--- src/rtl/rtc_sync_core.sv ---
// RTC-domain timekeeping core: toggle-handshake write responder and counter snapshot publisher.
// Alarm compare, sticky flag and interrupt are built only when `RTC_ALARM_EN is defined.
module rtc_sync_core #(
  parameter int unsigned IO_MAP_WIDTH = 32,
  parameter int unsigned SYNC_STAGES  = 2
) (
  input  logic                    rtc_clk,
  input  logic                    rst,
  input  logic                    wr_req_tgl,
  input  logic [1:0]              wr_sel,
  input  logic [IO_MAP_WIDTH-1:0] wr_data,
  output logic                    wr_ack_tgl,
  output logic [IO_MAP_WIDTH-1:0] snap_data,
  output logic                    snap_tgl,
  input  logic                    snap_ack_tgl,
  output logic                    alarm_irq
);

  localparam logic [1:0] SEL_CNT  = 2'd0;
  localparam logic [1:0] SEL_CTRL = 2'd2;
`ifdef RTC_ALARM_EN
  localparam logic [1:0] SEL_ALARM = 2'd1;
`endif

  typedef enum logic {W_IDLE, W_APPLY} w_state_e;
  typedef enum logic {S_PUB, S_WAIT} s_state_e;

  w_state_e w_state_q, w_state_d;
  s_state_e s_state_q, s_state_d;

  logic [SYNC_STAGES-1:0]  req_sync_q, req_sync_d;
  logic [SYNC_STAGES-1:0]  ack_sync_q, ack_sync_d;
  logic                    req_seen_q, req_seen_d;
  logic [1:0]              hold_sel_q, hold_sel_d;
  logic [IO_MAP_WIDTH-1:0] hold_data_q, hold_data_d;
  logic [IO_MAP_WIDTH-1:0] cnt_q, cnt_d;
  logic                    cnt_en_q, cnt_en_d;
  logic                    wr_ack_q, wr_ack_d;
  logic [IO_MAP_WIDTH-1:0] snap_data_q, snap_data_d;
  logic                    snap_tgl_q, snap_tgl_d;

`ifdef RTC_ALARM_EN
  logic [IO_MAP_WIDTH-1:0] alarm_cmp_q, alarm_cmp_d;
  logic                    alarm_flag_q, alarm_flag_d;
  logic                    irq_en_q, irq_en_d;
`endif

  logic req_sync;
  logic ack_sync;
  logic req_new;
  logic apply;

  assign req_sync = req_sync_q[SYNC_STAGES-1];
  assign ack_sync = ack_sync_q[SYNC_STAGES-1];
  assign req_new  = (w_state_q == W_IDLE) && (req_sync != req_seen_q);
  assign apply    = (w_state_q == W_APPLY);

  // State register for both FSMs and all datapath flops
  always_ff @(posedge rtc_clk or posedge rst) begin
    if (rst) begin
      w_state_q    <= W_IDLE;
      s_state_q    <= S_PUB;
      req_sync_q   <= '0;
      ack_sync_q   <= '0;
      req_seen_q   <= 1'b0;
      hold_sel_q   <= '0;
      hold_data_q  <= '0;
      cnt_q        <= '0;
      cnt_en_q     <= 1'b1;
      wr_ack_q     <= 1'b0;
      snap_data_q  <= '0;
      snap_tgl_q   <= 1'b0;
`ifdef RTC_ALARM_EN
      alarm_cmp_q  <= '1;
      alarm_flag_q <= 1'b0;
      irq_en_q     <= 1'b0;
`endif
    end else begin
      w_state_q    <= w_state_d;
      s_state_q    <= s_state_d;
      req_sync_q   <= req_sync_d;
      ack_sync_q   <= ack_sync_d;
      req_seen_q   <= req_seen_d;
      hold_sel_q   <= hold_sel_d;
      hold_data_q  <= hold_data_d;
      cnt_q        <= cnt_d;
      cnt_en_q     <= cnt_en_d;
      wr_ack_q     <= wr_ack_d;
      snap_data_q  <= snap_data_d;
      snap_tgl_q   <= snap_tgl_d;
`ifdef RTC_ALARM_EN
      alarm_cmp_q  <= alarm_cmp_d;
      alarm_flag_q <= alarm_flag_d;
      irq_en_q     <= irq_en_d;
`endif
    end
  end

  // Next-state logic for the write and snapshot FSMs
  always_comb begin
    w_state_d = w_state_q;
    s_state_d = s_state_q;
    case (w_state_q)
      W_IDLE:  if (req_new) w_state_d = W_APPLY;
      W_APPLY: w_state_d = W_IDLE;
      default: w_state_d = W_IDLE;
    endcase
    case (s_state_q)
      S_PUB:   s_state_d = S_WAIT;
      S_WAIT:  if (ack_sync == snap_tgl_q) s_state_d = S_PUB;
      default: s_state_d = S_PUB;
    endcase
  end

  // Datapath and output next values
  always_comb begin
    req_sync_d  = {req_sync_q[SYNC_STAGES-2:0], wr_req_tgl};
    ack_sync_d  = {ack_sync_q[SYNC_STAGES-2:0], snap_ack_tgl};
    req_seen_d  = req_seen_q;
    hold_sel_d  = hold_sel_q;
    hold_data_d = hold_data_q;
    cnt_d       = cnt_en_q ? cnt_q + IO_MAP_WIDTH'(1) : cnt_q;
    cnt_en_d    = cnt_en_q;
    wr_ack_d    = wr_ack_q;
    snap_data_d = snap_data_q;
    snap_tgl_d  = snap_tgl_q;
`ifdef RTC_ALARM_EN
    alarm_cmp_d  = alarm_cmp_q;
    irq_en_d     = irq_en_q;
    alarm_flag_d = alarm_flag_q;
`endif

    if (req_new) begin
      hold_sel_d  = wr_sel;
      hold_data_d = wr_data;
      req_seen_d  = req_sync;
    end

    if (apply) begin
      wr_ack_d = ~wr_ack_q;
      case (hold_sel_q)
        SEL_CNT:  cnt_d = hold_data_q;
        SEL_CTRL: begin
          cnt_en_d = hold_data_q[0];
`ifdef RTC_ALARM_EN
          irq_en_d = hold_data_q[1];
          if (hold_data_q[2]) alarm_flag_d = 1'b0;
`endif
        end
`ifdef RTC_ALARM_EN
        SEL_ALARM: alarm_cmp_d = hold_data_q;
`endif
        default: ;
      endcase
    end

`ifdef RTC_ALARM_EN
    // Set has priority over a same-edge write-1-to-clear
    if (cnt_q == alarm_cmp_q) alarm_flag_d = 1'b1;
`endif

    if (s_state_q == S_PUB) begin
      snap_data_d = cnt_q;
      snap_tgl_d  = ~snap_tgl_q;
    end
  end

  assign wr_ack_tgl = wr_ack_q;
  assign snap_data  = snap_data_q;
  assign snap_tgl   = snap_tgl_q;
`ifdef RTC_ALARM_EN
  assign alarm_irq  = alarm_flag_q & irq_en_q;
`else
  assign alarm_irq  = 1'b0;
`endif

endmodule
--- config.mk ---
export PLATFORM = sky130hd
export DESIGN_NAME = rtc_sync_core
export DESIGN_NICKNAME = d
export VERILOG_FILES = /design/src/rtl/rtc_sync_core.sv
export SDC_FILE = /design/constraint.sdc
export NUM_CORES = 1
export LEC_CHECK = 0
export CORE_UTILIZATION = 30
export DETAILED_ROUTE_END_ITERATION = 12
export GPL_TIMING_DRIVEN = 0
export HOLD_SLACK_MARGIN = 0.03
export PLACE_DENSITY = 0.58
export SLEW_MARGIN = 40
export SYNTH_ARGS = -nofsm -noshare
export SYNTH_HDL_FRONTEND = slang
export SYNTH_SLANG_ARGS = --single-unit
export TNS_END_PERCENT = 50
--- constraint.sdc ---
create_clock -name rtc_clk -period 7.2 [get_ports rtc_clk]
set_clock_uncertainty 0.05 [all_clocks]
set_input_delay 1.44 -clock rtc_clk [delete_from_list [all_inputs] [get_ports rtc_clk]]
set_output_delay 1.44 -clock rtc_clk [all_outputs]
set_load 0.005 [all_outputs]
==> flow_metrics.env <==
export IMPL_slew_viol_final=0
export IMPL_clkLatencyLatePin_ns=0.35
export IMPL_n_antenna_cell=0
export IMPL_cap_violations=0
export IMPL_portBuffers=71
export IMPL_htreeDepth=3
export IMPL_place_gp_congestion=0.7690
export IMPL_cts_hold_buf=0
export IMPL_grt_pass1_vias=2973
export IMPL_max_freq_ghz=0.3621
export IMPL_place_hpwl_mm=6.856
export IMPL_total_power_w=0.002402
export IMPL_vdd_drop_max_v=0.0001887
export IMPL_rsz0062_at_grt="no"
export IMPL_synth_warnings=0
export IMPL_leakagePower_nw=2.396
export IMPL_grt_use_total=0.1298
export IMPL_grt_ovfl_total=0
export IMPL_cp_end_kind="output pin"
export IMPL_worstPathRequired_ns=5.71
export IMPL_crit_slowest_cell="clkdlybuf4s50_1"
export IMPL_p_int_w=0.001647
export IMPL_critical_path_class="register to output pin"
export IMPL_clockBufferDepth=2
export IMPL_die_y_um=126.8
export IMPL_ys_types=35
export IMPL_cp_arrival_ns=1.27
export IMPL_power_frac_clock=0.186
export IMPL_status="completed"
export IMPL_p_seq_frac=0.464
export IMPL_core_um2=15200
export IMPL_cts_sinks=108
export IMPL_grt_first_pass_wirelength_mm=15.79
export IMPL_cpPeakStageDelay_ns=0.52
export IMPL_netlist_area_um2=4671
export IMPL_critPathBufInv=1
export IMPL_nets=485
export IMPL_antenna_found_initial=0
export IMPL_p_comb_frac=0.350
export IMPL_area_growth_pct=26.52
export IMPL_switchingPower_w=0.0007549
export IMPL_drc=0
export IMPL_final_layout_size_suffix_gt1_frac=0.2584
export IMPL_vias_per_cell=4.672
export IMPL_switching_share=0.3143
export IMPL_die_w_um=126.8
export IMPL_numCtsBuffers=9
export IMPL_min_period_ns=2.762
export IMPL_start_kind="register"
export IMPL_hold_violations=0
export IMPL_post_cts_buffers=0
export IMPL_final_setup_viol_count=0
export IMPL_avgSynthCellArea_um2=12.87
export IMPL_post_route_period_util=0.3836
export IMPL_final_cell_mix="dfrtp_1, clkdlybuf4s50_1, mux2_2"
export IMPL_cts_clk_slew_worst_paths_ns=0.07
export IMPL_cts_tree="done"
export IMPL_die_area_um2=16070
export IMPL_wl_per_cell_um=15.02
export IMPL_vias=2976
export IMPL_synth_nets=402
export IMPL_cts_root_buf="clkbuf_16"
export IMPL_grt_start_max_net_pins=81
export IMPL_maxSlewHeadroom=0.5700
export IMPL_synthCells=363
export IMPL_ys_ff_latch=108
export IMPL_synth_top_cell_by_area="dfrtp_1"
export IMPL_cp_top_family="buffers and inverters"
export IMPL_final_common_cell="dfrtp_1"
export IMPL_fillers=1504
export IMPL_tightest_slew_ns=0.6422
export IMPL_drtAntennaViolNets=0
export IMPL_powerDensity_nw_per_um2=406.5
export IMPL_ys_top_cells_by_area="dfrtp_1, mux2_2, xnor2_1"
export IMPL_first_pass_iters=4
export IMPL_drt_wl_total_mm=9.565
export IMPL_crit_chain="clkdlybuf4s50_1"
export IMPL_initial_core_util=0.3072
export IMPL_ios=73
export IMPL_crit_fanout=2
export IMPL_fin_setup_tns_ns=0
export IMPL_hold_class="register to register"
export IMPL_row_count=45
export IMPL_cts_resized=0
export IMPL_synth_seq_area_share=0.5789
export IMPL_drtIter0Drc=90
export IMPL_synth_top_area_share=0.5733
## layer usage
layer,GRT usage,vias up,share of wire
met2,0.2044,59,0.48
li1,-,1424,-
met5,0,-,0
met4,0.03992,0,0.010
met3,0.04007,10,0.043
met1,0.1712,1483,0.46
## power by group through the flow
stage / logic [W] / clock network, W / registers, W
after global routing: 0.000927 / 0.000491 / 0.00116
after floorplan: 0.000548 / 0 / 0.00107
after detailed placement: 0.000857 / 0 / 0.00113
final: 0.000841 / 0.000447 / 0.00111
after CTS: 0.000861 / 0.000464 / 0.00112
after global placement: 0.000833 / 0 / 0.00112
## flip-flops by register name, summed over array words and instances (netlist names)
name	flops
req_sync_q	2
req_seen_q	1
apply	1
snap_tgl	1
wr_ack_tgl	1
snap_data	32
cnt_en_q	1
cnt_q	32
ack_sync_q	2
s_state_q	1
hold_data_q	32
hold_sel_q	2
## cell usage after synthesis (all sizes together)
library cell and count:
dfrtp 107, mux2 68, nand2 43, o21ai 32, xnor2 21, xor2 14
buf 13, nand3 11, nand4 10, clkbuf 8, and4 7, nor3 6
and3 5, nor2 5, nor4 4, inv 3, conb 1, dfstp 1
ha 1, mux2i 1, nand3b 1, nor3b 1
## final timing paths
path | startpoint | to | slack (ns) | cells past startpoint
max | snap_data[9]$_DFFE_PP0N_ | snap_data[9] | 4.44 | 1
min | ack_sync_q[0]$_DFF_PP0_ | ack_sync_q[1]$_DFF_PP0_ | 0.30 | 0
min reg2reg | ack_sync_q[0]$_DFF_PP0_ | ack_sync_q[1]$_DFF_PP0_ | 0.30 | 0
max reg2reg | cnt_en_q$_DFFE_PP1P_ | cnt_q[31]$_DFF_PP0_ | 5.23 | 7
min in group asynchronous | rst | wr_ack_tgl$_DFFE_PP0P_ | 1.39 | 2
max in group asynchronous | rst | snap_data[0]$_DFFE_PP0N_ | 5.04 | 3
## cells by family (layout without fill, tap and decap cells)
kind of cell,after synthesis,after routing,synth area share
AOI/OAI and AO/OA,32,32,0.03590
and+or+nand+nor,93,93,0.1222
other,1,1,0.0008029
muxes,69,69,0.1661
buffers and inverters,24,110,0.02786
adders and majority gates,1,1,0.002678
DFF,108,108,0.5789
xor gates and xnor gates,35,35,0.06563
## layout make-up
class                           instances  area, um2  share of cell area
Buffer                                 21      118.9             0.02011
Inverter                                3      18.77            0.003176
Multi-Input combinational cell        231       1837              0.3108
Clock inverter                          3      15.01            0.002541
Timing Repair Buffer                   72      738.2              0.1249
Clock buffer                           11      242.7             0.04108
Sequential cell                       108       2704              0.4575
Tap cell                              188      235.2             0.03981
## metrics by stage
step	hold slack, ns	area [um2]	worst slack [ns]	std cells	utilization
after global placement	0.2844	5617	1.269	622	0.3695
after global routing	0.2982	5909	4.390	637	0.3887
after floorplan	0.2812	4671	2.866	363	-
final	0.2965	5909	4.438	637	0.3887
after detailed placement	0.2847	5652	4.657	623	0.3718
after CTS	0.2972	5909	4.420	637	0.3887
(Power assumes the default switching activity.)
